`src/rtl/sensores_multi.sv`:
```
// Multi-lane vehicle passage detector: per-lane sync/debounce, direction FSM
// with dwell timeout, and a saturating occupancy counter with sticky flags.
module sensores_multi #(
  parameter int LANES   = 2,
  parameter int CAP     = 16,
  parameter int DEB     = 3,
  parameter int TIMEOUT = 1000,
  parameter int CW      = $clog2(CAP + 1)
) (
  input  logic             clk,
  input  logic             reset,
  input  logic [LANES-1:0] a,
  input  logic [LANES-1:0] b,
  output logic [LANES-1:0] x0,
  output logic [LANES-1:0] y0,
  output logic [CW-1:0]    count,
  output logic             full,
  output logic             empty,
  output logic             ovf,
  output logic             unf
);

  localparam int DW = (DEB > 1) ? $clog2(DEB) : 1;
  localparam int TW = $clog2(TIMEOUT);
  localparam int LW = $clog2(LANES + 1);
  localparam int SW = CW + LW + 1;

  typedef enum logic [2:0] {IDLE, E1, E2, E3, X1, X2, X3} state_t;

  logic [LANES-1:0] w_ent;
  logic [LANES-1:0] w_ext;

  for (genvar gi = 0; gi < LANES; gi++) begin : g_lane
    // Sensor index 1 carries a, index 0 carries b.
    logic [1:0]    r_m1;
    logic [1:0]    r_m2;
    logic [1:0]    r_flt;
    logic [DW-1:0] r_dc [2];
    state_t        r_st;
    state_t        w_nx;
    logic [TW-1:0] r_tmo;
    logic          w_ent_l;
    logic          w_ext_l;

    always_ff @(posedge clk) begin
      if (!reset) begin
        r_m1     <= '0;
        r_m2     <= '0;
        r_flt    <= '0;
        r_dc[0]  <= '0;
        r_dc[1]  <= '0;
      end else begin
        r_m1 <= {a[gi], b[gi]};
        r_m2 <= r_m1;
        for (int unsigned k = 0; k < 2; k++) begin
          if (r_m2[k] == r_flt[k]) begin
            r_dc[k] <= '0;
          end else if (r_dc[k] == DW'(DEB - 1)) begin
            r_flt[k] <= r_m2[k];
            r_dc[k]  <= '0;
          end else begin
            r_dc[k] <= r_dc[k] + 1'b1;
          end
        end
      end
    end

    always_comb begin
      w_nx    = r_st;
      w_ent_l = 1'b0;
      w_ext_l = 1'b0;
      case (r_st)
        IDLE: begin
          if (r_flt == 2'b10)      w_nx = E1;
          else if (r_flt == 2'b01) w_nx = X1;
        end
        E1: begin
          if (r_flt == 2'b11)                          w_nx = E2;
          else if (r_flt == 2'b00 || r_flt == 2'b01)   w_nx = IDLE;
        end
        E2: begin
          if (r_flt == 2'b01)      w_nx = E3;
          else if (r_flt == 2'b10) w_nx = E1;
          else if (r_flt == 2'b00) w_nx = IDLE;
        end
        E3: begin
          if (r_flt == 2'b00) begin
            w_nx    = IDLE;
            w_ent_l = 1'b1;
          end else if (r_flt == 2'b11) w_nx = E2;
          else if (r_flt == 2'b10)     w_nx = IDLE;
        end
        X1: begin
          if (r_flt == 2'b11)                          w_nx = X2;
          else if (r_flt == 2'b00 || r_flt == 2'b10)   w_nx = IDLE;
        end
        X2: begin
          if (r_flt == 2'b10)      w_nx = X3;
          else if (r_flt == 2'b01) w_nx = X1;
          else if (r_flt == 2'b00) w_nx = IDLE;
        end
        X3: begin
          if (r_flt == 2'b00) begin
            w_nx    = IDLE;
            w_ext_l = 1'b1;
          end else if (r_flt == 2'b11) w_nx = X2;
          else if (r_flt == 2'b01)     w_nx = IDLE;
        end
        default: w_nx = IDLE;
      endcase
      // A real transition on the expiry cycle takes precedence over the abort.
      if (w_nx == r_st && r_st != IDLE && r_tmo == TW'(TIMEOUT - 1)) begin
        w_nx = IDLE;
      end
    end

    always_ff @(posedge clk) begin
      if (!reset) begin
        r_st  <= IDLE;
        r_tmo <= '0;
      end else begin
        r_st <= w_nx;
        if (w_nx != r_st || r_st == IDLE) r_tmo <= '0;
        else                              r_tmo <= r_tmo + 1'b1;
      end
    end

    assign w_ent[gi] = w_ent_l;
    assign w_ext[gi] = w_ext_l;
  end

  logic [LANES-1:0]      r_x0;
  logic [LANES-1:0]      r_y0;
  logic [CW-1:0]         r_count;
  logic                  r_ovf;
  logic                  r_unf;
  logic signed [SW-1:0]  w_sum;
  logic [CW-1:0]         w_cnt_nx;
  logic                  w_ovf_set;
  logic                  w_unf_set;

  // Entries and exits net out before clamping to [0, CAP].
  always_comb begin
    w_sum = $signed({{(SW - CW){1'b0}}, r_count});
    for (int unsigned k = 0; k < LANES; k++) begin
      if (w_ent[k]) w_sum = w_sum + SW'(1);
      if (w_ext[k]) w_sum = w_sum - SW'(1);
    end
    w_cnt_nx  = w_sum[CW-1:0];
    w_ovf_set = 1'b0;
    w_unf_set = 1'b0;
    if (w_sum > $signed(SW'(CAP))) begin
      w_cnt_nx  = CW'(CAP);
      w_ovf_set = 1'b1;
    end else if (w_sum < $signed(SW'(0))) begin
      w_cnt_nx  = '0;
      w_unf_set = 1'b1;
    end
  end

  always_ff @(posedge clk) begin
    if (!reset) begin
      r_x0    <= '0;
      r_y0    <= '0;
      r_count <= '0;
      r_ovf   <= 1'b0;
      r_unf   <= 1'b0;
    end else begin
      r_x0    <= w_ent;
      r_y0    <= w_ext;
      r_count <= w_cnt_nx;
      r_ovf   <= r_ovf | w_ovf_set;
      r_unf   <= r_unf | w_unf_set;
    end
  end

  assign x0    = r_x0;
  assign y0    = r_y0;
  assign count = r_count;
  assign full  = (r_count == CW'(CAP));
  assign empty = (r_count == '0);
  assign ovf   = r_ovf;
  assign unf   = r_unf;

endmodule

```
`config.mk`:
```
export PLATFORM = sky130hd
export DESIGN_NAME = sensores_multi
export DESIGN_NICKNAME = d
export VERILOG_FILES = /design/src/rtl/sensores_multi.sv
export SDC_FILE = /design/constraint.sdc
export NUM_CORES = 1
export LEC_CHECK = 0
export ABC_CLOCK_PERIOD_IN_PS = 7700
export CAP_MARGIN = 30
export CORE_UTILIZATION = 55
export CTS_BUF_LIST = sky130_fd_sc_hd__clkbuf_16
export DETAILED_ROUTE_END_ITERATION = 10
export GPL_TIMING_DRIVEN = 0
export PLACE_DENSITY = 0.8
export SETUP_SLACK_MARGIN = 0.15
export SLEW_MARGIN = 20
export SYNTH_ARGS = -nofsm -noshare
export SYNTH_HDL_FRONTEND = slang
export SYNTH_SLANG_ARGS = --single-unit
```
`constraint.sdc`:
```
create_clock -name clk -period 7.7 [get_ports clk]
set_clock_uncertainty 0.1 [all_clocks]
set_input_delay 2.31 -clock clk [delete_from_list [all_inputs] [get_ports clk]]
set_output_delay 2.31 -clock clk [all_outputs]
set_load 0.05 [all_outputs]
```
# ---- Yosys cells after proc, flatten, opt, wreduce, memory -nomap -nowiden
# Memories as Yosys holds them, arrays and structs flattened.
# Cells that the tools add are included.
dict set report totals {
  reg_bits 49
  ramBits 8
  inputBits 6
  output_inout_bits 13
  wordCells 218
  mem_count 2
}
dict set report op_classes {
  n_addsub 10
  order_cmp 2
  n_eq_ne 33
  n_mux 110
  bitwise_logic 19
  reduce_logical 24
}
# memory words word_bits rd rd_ports_with_merged_regs wr line
set mem_list {}
lappend mem_list {{g_lane[0].r_dc} 2 2 2 0 2 38} ;# logic [DW-1:0] r_dc [2];
lappend mem_list {{g_lane[1].r_dc} 2 2 2 0 2 38}
# op n
set ops {}
lappend ops {{2-to-1 mux 3 bit} 36}
lappend ops {{2-to-1 mux 1 bit} 54}
lappend ops {{case mux 3 bit (7 select lines)} 2}
lappend ops {{2-to-1 mux 2 bit} 12}
lappend ops {{2-to-1 mux 8 bit} 3}
lappend ops {{adder 10 x 1 -> 10 bit, second input constant} 2}
lappend ops {{== test 10 bit, second input constant} 2}
lappend ops {{== test 3 bit, second input constant} 6}
lappend ops {{== test 2 bit, second input constant} 8}
lappend ops {{subtractor 8 x 2 -> 8 bit, second input constant} 2}
lappend ops {{bitwise OR 1 bit} 14}
lappend ops {{== test 3 x 2 -> 1 bit, second input constant} 4}
lappend ops {{2-to-1 mux 5 bit} 2}
lappend ops {{adder 2 x 1 -> 2 bit, second input constant} 4}
lappend ops {{adder 8 x 2 -> 8 bit, second input constant} 1}
lappend ops {{> comparator 8 x 6 -> 1 bit, second input constant} 1}
lappend ops {{< comparator 8 x 1 -> 1 bit, second input constant} 1}
lappend ops {{AND reduction 2 bit} 4}
lappend ops {{adder 5 x 1 -> 6 bit, second input constant} 1}
lappend ops {{== test 3 x 1 -> 1 bit, second input constant} 2}
lappend ops {{== test 3 bit} 2}
lappend ops {{zero test 3 bit} 2}
lappend ops {{logical OR 1 bit} 6}
lappend ops {{2-to-1 mux 6 bit} 1}
lappend ops {{other kinds (11)} 26}

# ---- Longest topological paths before layout
dict set report logic_depth {
  word_depth 14
  mapped_depth 18
  ltp_nobuf 18
}

# ---- Worst setup path after synthesis
# OpenSTA, ideal clock, no wires.
dict set report synth_path {
  kind {register to output}
  from {register r_count[0] (netlist: count[0])}
  to {output empty}
  t_arrival_ns 2.468
  t_required_ns 5.290
  slack_ns 2.822
  stages_incl_launch_ff 4
  cell_sequence {dfxtp_1 > inv_1 > ha_1 > nor4b_1}
}
dict set report synth_via {
  elab_chain_cells 1
}
# item line
set synth_rtl {}
lappend synth_rtl {{start, declared} 134} ;# logic [CW-1:0] r_count;
lappend synth_rtl {{start signal, assigned} 171} ;# r_count <= w_cnt_nx;
lappend synth_rtl {{zero test 5 bit} 181} ;# assign empty = (r_count == '0);
lappend synth_rtl {{end, declared} 18} ;# output logic empty,
# Every way passes these cells.

# ---- Worst setup path in the final report
dict set report layout_path {
  from {register r_count[0] (netlist: count[0])}
  to {output full}
}
dict set report layout_via {
  elab_chain_cells 1
}
# item line
set layout_rtl {}
lappend layout_rtl {{== test 5 bit} 180} ;# assign full = (r_count == CW'(CAP));
lappend layout_rtl {{end, declared} 17} ;# output logic full,
# Every way passes these cells.

==> run metrics <==
max incr delay on CP=between 0.8 and 0.9 ns; Seq/Total Area, Yosys=between 30% and 40%; antenna violations before repair=0; Routed Antenna Nets=0; Tcrit/Tclk final=59.2%; cell area after synthesis=~3400 µm²; RD Place Congestion=around 0.9; drt total wl=7180 µm; Max clock buf depth=2; Worst VDD drop=between 200 and 250 µV; Hold Crit Depth=1; grt ovf=0; met1 Track Usage GR=roughly 30%; Setup crit end kind=primary output; Hold WC Path Type=flop to flop; Yosys cell types=63; yosys warns=0; gr busiest metal=met2; Crit Reg-Reg Endpoint=count[1]; I/O pin cnt=19; worst r2r path cells=16; slowest CP cell=clkdlybuf4s50_1; Layout Nets=460; Cell Rows=28; GRT met2 Usage=38.7%; clk_lat worst skew=roughly 0.32 ns; leakage=1.54 nW; H-tree Lvls=3; WP data arrival=2.15 ns; postcts setup bufs=0; DR vias/cell=roughly 5.8; top cells by count, synth=nor2_1, dfxtp_1, nand2_1, xor2_1; worst rel slew slack=51.2%; Syn-to-layout area delta=17.3%; Hold EP=g_lane[1].r_m2[0]; worst-margin pin slew=about 0.73 ns; # diodes=0; vias in the first global route=around 2700; Syn Area/Cell=roughly 8.4 µm²; Final Critical Period=4.56 ns; dpl hpwl=approximately 5000 µm; area leader, netlist=dfxtp_1; hold buffers post-CTS=0; outcome=finished clean; total CTS buffers=9; reg2reg setup slack=roughly 3.8 ns; top-count cell post-synth=nor2_1; first-pass GRT wire length=roughly 12000 µm; core region area=5960 µm²; power after layout=~0.73 mW; Setup violations, final=0; ys flop type=dfxtp_1; critical path, cell by cell=inv_1 -> ha_1 -> nor4bb_1 -> clkdlybuf4s50_1; Slew Viols, Final=0; Final TNS setup=0 ns; port bufs=17; Die Area=between 6000 and 7000 µm²; Cell Pwr Density=approximately 180 nW/µm²; Max FO, Critical Path=7; post-layout util=between 60% and 70%; Initial Utilization=between 50% and 60%; CP startpoint kind=flop; Via Count=~3000; Die Y=81.0 µm; share of cells above drive strength 1=between 6 and 7%; unrepaired setup endpoints after global routing=no; met3 usage=5.62%; clk slew on worst S/H paths=around 0.05 ns; Synth top area share=28.6%; # resized after CTS=0; Chip Width=around 81 µm; final instance count without filler cells=around 520; WL/cell=13.7 µm; gr usage total=24.0%; #FFs+latches synth=57; pin count of the biggest net entering global routing=11; R2R Path Start=count[0]; Synth async-reset ratio=0%; Root Buffer=clkbuf_16; Synth Instances=between 400 and 500; Placed Cells incl. Taps=roughly 500; worst hold path startpoint=g_lane[1].r_m1[0]; WP data required=roughly 5.3 ns; Post-synth EDFFs=8; TritonRoute pass-1 iters=5; fmax=roughly 220 MHz; critical path type=flop to primary output; Sinks on Clock Net=57; TritonCTS clock tree=done; # DRC=0; DR iter-0 viols=between 200 and 250; Final Hold Vio Count=0; dominant cells by area after synthesis=dfxtp_1, edfxtp_1, nor2_1, xor2_1, xnor2_1; MaxCap Viol Count=0; FILL cells=478
-- sequential cells by signal, summed over array words and instances (netlist names) --
signal and count:
g_lane.r_m2 4, g_lane.r_st 6, count 5, g_lane.r_dc 8, ovf 1, unf 1
g_lane.r_m1 4, y0 2, g_lane.r_flt 4, x0 2, g_lane.r_tmo 20
-- critical path: cells and delay by family (launching register included) --
| kind | cells | cell delay, ns |
|---|---|---|
| AND/OR/NAND/NOR | 1 | 0.26 |
| adder cells (fa/ha/maj) | 1 | 0.19 |
| flip-flops | 1 | 0.37 |
| buffers and inverters | 2 | 1.00 |
-- metrics by stage --
step	hold WS [ns]	worst slack [ns]	instance area (µm²)
4_1_cts	0.333	3.15	4030
6_report	0.331	3.14	4030
2_1_floorplan	0.312	2.82	3460
3_5_place_dp	0.321	3.50	3720
5_1_grt	0.339	3.00	4030
3_3_place_gp	0.315	3.51	3720
-- cells by family after synthesis --
family / count (synthesis) / share of synthesized area, %
xor gates and xnor gates: 39 / 9.96
other: 1 / 0.109
DFF: 57 / 35.6
muxes: 7 / 2.08
buffers and inverters: 36 / 4.34
AOI/OAI and AO/OA: 65 / 13.3
adders and majority gates: 11 / 4.01
and+or+nand+nor: 192 / 30.6
-- report_power, final --
part           internal (mW)  total [mW]  leakage (nW)  switching (mW)
sequential             0.307       0.309         0.479         0.00206
combinational        0.00876      0.0209         0.903          0.0121
clock                  0.277       0.402         0.155           0.126
total                  0.592       0.732          1.54           0.140
-- metal layers --
layer / wire, µm / vias to the layer above
met5: 0 / -
met4: 209 / 0
met1: 3230 / 1420
met3: 351 / 21
met2: 3390 / 89
li1: - / 1485
-- worst max-delay path by stage --
| stage | slack [ns] | depth (start not counted) | end | startpoint |
|---|---|---|---|---|
| floorplan | 2.82 | 3 | empty | count[0] |
| CTS | 3.15 | 4 | full | count[0] |
| global placement | 3.51 | 4 | full | count[0] |
| global route | 3.00 | 4 | full | count[0] |
| finish | 3.14 | 4 | full | count[0] |
| detailed placement | 3.50 | 4 | full | count[0] |
-- layout by cell type (no fill, tap or decap), drive strengths merged, types with 13 or more instances in the layout --
master,n
xor2,20
a21oi,19
nand3,14
nand2,24
inv,16
nor3,16
nor2,61
nor2b,13
clkdlybuf4s50,17
dfxtp,49
clkbuf,26
xnor2,19
-- layout make-up --
class	instances	area, µm²	area share (%)
inverters	14	52.6	1.31
well taps	75	93.8	2.33
flip-flops and latches	57	1220	30.3
multi-input cells	322	2090	51.8
clock buffers	9	225	5.60
plain buffers	22	96.3	2.39
repair buffers	17	170	4.23
clock inverters	7	78.8	1.96
Power figures use the tool's default switching activity.
==> edit 1, RTL diff (same flow settings) <==
Set the parameter `DEB` to 6 (it was 3).
--- a/src/rtl/sensores_multi.sv
+++ b/src/rtl/sensores_multi.sv
@@ -5,3 +5,3 @@
   parameter int CAP     = 16,
-  parameter int DEB     = 3,
+  parameter int DEB     = 6,
   parameter int TIMEOUT = 1000,
Function: no difference found for any inputs over 10 cycles, from zero or initial values and one cycle with reset low; that may be too few to reach the edited logic, so the function may still have changed.
==> edit 1 against the original RTL <==
Worst setup slack worse by 0.068 ns. Routed wire length is 2.0% lower. Sequential power is 8.1% higher. Sequential cell count is 4 higher. Area after synthesis is 3.8% higher. Cell area is 2.5% higher. Power is 4.7% lower. Final cell count is 0.38% higher. Die area is 3.7% higher. Register-to-register slack worse by 0.28 ns. Highest routed layer unchanged.
==> edit 1: results (changes against the original RTL) <==
* Clock input transition at the sequential cells of the worst setup and hold paths at 0.05 ns (about the same)
* Power density relative to cell area at 169 nW/µm² (-7.0%)
* Most instantiated flip-flop cell in the synthesis netlist: dfxtp_1
* Worst slew margin relative to its limit at 0.563 (+0.0508)
* Share of the yosys chip area belonging to registers at 0.377 (+0.0206)
* Min-Delay Endpoint: g_lane[1].r_m2[0]
* Final GP Congestion at 0.808 (-11%)
* Wire length per cell after detailed routing at 13.4 µm (-2.4%)
* Part of the total power dissipated in the clock network at 0.492 (-0.057)
* CP arrival at 2.21 ns (+0.06 ns)
* Fraction of layout cells with a size suffix above 1 at 0.0689 (+0.00862)
* WL final at 7040 µm (-2.0%)
* Total GRT Usage at 0.228 (-0.0119)
* Largest net degree at the start of global routing at 11 (unchanged)
* Total number of nets in the final design at 467 (+1.5%)
* Launch point of the worst reg-to-reg path: g_lane[0].r_flt[0]
* Destination of the worst register-to-register timing path: count[1]
* Vias in the first global route at 2700 (-1.2%)
* Number of cell instances on the worst register-to-register path at 16 (unchanged)
* Maximum vdd drop at 143 µV (-31%)
* Syn Area/Cell at 8.77 µm² (+4.3%)
* Half-perimeter wire length after detailed placement at 5000 µm (-0.48%)
* Maximum root-to-sink buffer count at 2 (unchanged)
* Complex-gate fraction of the synthesized area at 0.139 (+0.00633)
* Number of buffers inserted during clock tree synthesis at 9 (unchanged)
* Final core occ at 0.677 (+0.00109)
* Post-Place Worst Slack at 3.30 ns (-0.200 ns)
* Level count of the clock H-tree at 3 (unchanged)
* F_max at 216 MHz (-1.5%)
* Largest fanout of any net on the critical path at 10 (+3)
* Total via count in the routed design at 2958 (-1.9%)
* Master cell of the clock root buffer: clkbuf_16
* LEAKAGE at 1.63 nW (+5.9%)
* First-pass GRT wire length at 11700 µm (-3.5%)
* Total combinational power at 0.0202 mW (-3%)
* Outcome: complete, no violations
* Post-CTS setup repair buffer count at 0 (unchanged)
* Cell types with the largest area share after synthesis: dfxtp_1, edfxtp_1, nor2_1, ha_1, xor2_1
* Leading registers by flop count: g_lane.r_tmo (20), g_lane.r_dc (12), g_lane.r_st (6)
* Total inserted antenna cells at 0 (unchanged)
* Port bufs at 18 (+1)
* Capture point of the worst path: full
* Synthesized-area fraction occupied by xor and xnor cells at 0.0896 (-0.00999)
* Leading cell types by count after synthesis: nor2_1, dfxtp_1, nand2_1
* Worst R2R Setup Slack at 3.52 ns (-0.28 ns)
* Number of enable-type register cells in the synthesized netlist at 12 (+4)
* Cell-internal power at 0.549 mW (-7.3%)
* First-pass detailed-route iteration total at 4 (-1)
* Number of antenna violations at the first check in global routing at 0 (unchanged)
* Origin of the worst setup path: count[0]
* Count of cell types in the netlist at 70 (+11%)
* Clock network latency to the later pin of the worst-skew pair at 0.32 ns (about the same)
* Count of warnings emitted by yosys at 0 (unchanged)
* DR iter-0 viols at 121 (-45%)
* Placed inst area at 3880 µm² (+4.2%)
* Adder-cell share of the synthesized area at 0.0558 (+0.0157)
* Tightest hold margin at 0.329 ns (-0.00273 ns)
* Proportion of synthesized area in mux cells at 0.0242 (+0.00345)
* Count of placed standard cells including taps at 510 (+0.59%)
==> edit 1: cell count changes after synthesis, sizes merged, moves of 6 or more <==
| cell | change |
|---|---|
| nand2 | +8 |
| nor2b | -8 |
| clkbuf | -6 |
| nor3 | -6 |
| o211ai | -6 |
| xnor2 | -6 |
==> edit 1: layer usage <==
layer  vias to the layer above  track usage  wire (µm)
li1                       1494            -          -
met1                      1399        0.273       3230
met2                        58        0.388       3440
met3                         7       0.0538        266
met4                         0       0.0982         93
met5                         -            0          0
==> edit 1: final cells by class <==
cell class                 instances  area (µm²)
buffer                            17        85.1
inverter                          14        52.6
timing repair buffer              18         180
clock buffer                       9         225
fill                             526        1970
clock inverter                     6        23.8
sequential                        61        1340
multi-input combinational        325        2120
tap                               75        93.8
==> edit 1: critical path, cell delays in order, from the launching register on <==
cell	delay, ns
dfxtp_1	0.37
clkbuf_1	0.34
inv_1	0.12
ha_1	0.24
and3_1	0.14
clkdlybuf4s50_1	0.69
==> edit 2, RTL diff (same flow settings) <==
Without the edit above. The 7 states of `state_t` get a one-hot encoding in 7 bits.
--- a/src/rtl/sensores_multi.sv
+++ b/src/rtl/sensores_multi.sv
@@ -27,3 +27,3 @@
 
-  typedef enum logic [2:0] {IDLE, E1, E2, E3, X1, X2, X3} state_t;
+  typedef enum logic [6:0] {IDLE = 7'b0000001, E1 = 7'b0000010, E2 = 7'b0000100, E3 = 7'b0001000, X1 = 7'b0010000, X2 = 7'b0100000, X3 = 7'b1000000} state_t;
 
Behaviour: same outputs for any inputs over 10 cycles, from zero or initial values and one cycle with reset low; not proved beyond that.
==> edit 2 against the original RTL <==
Count of clock-buffer cells in the layout grew 1. Worst setup slack lost 0.14 ns. Non-clock buffer count grew 15. Sequential cell count grew 8. Power grew 16%. Fmax shrank 3.0%. Area after synthesis grew 34%. Cell area grew 30%. Routed wire length grew 55%. Final cell count grew 33%.
==> edit 2: results (changes against the original RTL) <==
* Largest net degree at the start of global routing at 12 (+1)
* Destination of the worst register-to-register timing path: count[2]
* Min-Delay Path Class: flip-flop to flip-flop
* Syn Area/Cell at 8.30 µm² (-1.3%)
* Vias in the first global route at 4153 (+52%)
* Count of cell types in the netlist at 84 (+33%)
* Largest fanout of any net on the critical path at 7 (unchanged)
* Min-Delay Endpoint: g_lane[1].r_m2[1]
* Outcome: complete, no violations
* Final GP Congestion at 0.981 (+8.6%)
* Level count of the clock H-tree at 3 (unchanged)
* Maximum vdd drop at 112 µV (-46%)
* Number of cell instances on the worst register-to-register path at 15 (-1)
* Leading registers by flop count: g_lane.r_tmo (20), g_lane.r_st (14), g_lane.r_dc (8)
* Number of enable-type register cells in the synthesized netlist at 8 (unchanged)
* Maximum Capacitance Violations at 0 (unchanged)
* First-pass detailed-route iteration total at 5 (unchanged)
* Number of buffers inserted during clock tree synthesis at 9 (unchanged)
* Worst R2R Setup Slack at 3.39 ns (-0.41 ns)
* Worst slew margin relative to its limit at 0.365 (-0.147)
* Leading cell types by count after synthesis: dfxtp_1, nor2_1, nor3_1
* First-pass GRT wire length at 18900 µm (+57%)
* Master cell of the clock root buffer: clkbuf_16
* Count of warnings emitted by yosys at 0 (unchanged)
* Number of cells on the worst hold path at 1 (unchanged)
* Launch point of the worst reg-to-reg path: g_lane[0].r_st[3]
* Total inserted antenna cells at 0 (unchanged)
* WL final at 11100 µm (+55%)
* Final cell count without fillers at 694 (+33%)
* Port bufs at 17 (unchanged)
* FFs w/ async S/R, synth at 0 (unchanged)
* Count of instances resized after the clock tree is built at 0 (unchanged)
* Clock input transition at the sequential cells of the worst setup and hold paths at around 0.060 ns
* Half-perimeter wire length after detailed placement at 7980 µm (+59%)
* Number of antenna violations at the first check in global routing at 0 (unchanged)
* Global route total overflow at 0 (unchanged)
* Clock network latency to the later pin of the worst-skew pair at ~0.33 ns
* Post-CTS setup repair buffer count at 0 (unchanged)
* Total GRT Usage at 0.272 (+0.0328)
* Share of the yosys chip area belonging to registers at 0.301 (-0.0546)
* LEAKAGE at 1.85 nW (+20%)
* DR iter-0 viols at 526 (+140%)
* Maximum root-to-sink buffer count at 2 (unchanged)
* Kind of cell adding the most delay to the critical path: buffers and inverters
* Number of inserted filler cells in the final layout at 640 (+34%)
* Total number of nets in the final design at 604 (+31%)
* Fraction of layout cells with a size suffix above 1 at 0.0861 (+0.0259)
* Delay of the slowest cell on the worst path at 0.86 ns (+0.02 ns)
* Cell types with the largest area share after synthesis: dfxtp_1, edfxtp_1, xnor2_1, nor2_1, nor3_1
* Count of placed standard cells including taps at 678 (+34%)
* CP max stage cell: clkdlybuf4s50_1
* Worst hold start: g_lane[1].r_m1[1]
* Most instantiated flip-flop cell in the synthesis netlist: dfxtp_1
* Total via count in the routed design at 4381 (+45%)
* CP arrival at 2.29 ns (+0.14 ns)
-- edit 2: cell types whose count changed after synthesis, sizes merged, moves of 8 or more --
cell,change
nand3,+9
nand4,+8
clkbuf,+12
inv,+8
dfxtp,+8
nor3,+20
xnor2,+9
nor4,+8
-- edit 2: layout make-up --
class,count,area [µm²],share of cell area
buffer,37,156,0.0299
clock buffer,10,250,0.0478
sequential,65,1380,0.264
inverter,22,82.6,0.0158
timing repair buffer,17,170,0.0325
tap,102,128,0.0244
multi-input combinational,435,2990,0.571
clock inverter,6,78.8,0.0151
-- edit 2: routing by layer --
metal / GRT usage / vias to the layer above / wire (µm)
met5: 0 / - / 0
met4: 0.121 / 0 / 283
met3: 0.0504 / 39 / 753
met2: 0.456 / 205 / 5350
met1: 0.340 / 2046 / 4730
li1: - / 2091 / -
-- edit 2: metrics by stage --
step / cell area (µm²) / hold slack [ns]
2_1_floorplan: 4610 / 0.312
3_3_place_gp: 4910 / 0.315
3_5_place_dp: 4910 / 0.329
4_1_cts: 5240 / 0.341
5_1_grt: 5240 / 0.362
6_report: 5240 / 0.340
-- edit 2: worst max-delay path by stage --
stage                  start    end  slack, ns  depth (start not counted)
floorplan           count[0]  empty       2.82                          3
CTS                 count[0]   full       3.01                          4
detailed placement  count[0]   full       3.37                          4
global route        count[0]   full       2.94                          4
finish              count[0]   full       3.00                          4
global placement    count[0]   full       3.48                          4
-- edit 2: kinds of logic (layout without fill, tap and decap cells) --
| group | Yosys count | after routing | share of synthesized area |
|---|---|---|---|
| adder cells (fa/ha/maj) | 11 | 11 | 0.0300 |
| other | 1 | 8 | 0.000818 |
| multiplexers | 9 | 9 | 0.0202 |
| AND/OR/NAND/NOR | 256 | 256 | 0.325 |
| flip-flops | 65 | 65 | 0.301 |
| XOR/XNOR | 47 | 47 | 0.0977 |
| AO/OA/AOI/OAI | 104 | 104 | 0.172 |
| buffers and inverters | 59 | 92 | 0.0521 |
-- edit 2: power breakdown --
| part | internal, mW | switching [mW] |
|---|---|---|
| sequential | 0.349 | 0.00305 |
| combinational | 0.0176 | 0.0303 |
| clock | 0.300 | 0.151 |
-- edit 2: worst register-to-register path, cell delays in order, from the launching register on --
cell and delay (ns):
dfxtp_1 0.42, or4b_1 0.47, buf_4 0.20, nor3_2 0.26
xnor2_1 0.27, ha_1 0.31, inv_1 0.07, nor2_1 0.05
a21oi_1 0.20, ha_1 0.29, o311ai_1 0.50, and2_1 0.20
clkbuf_1 0.22, a41oi_2 0.20, nand2_1 0.22, and4b_1 0.22
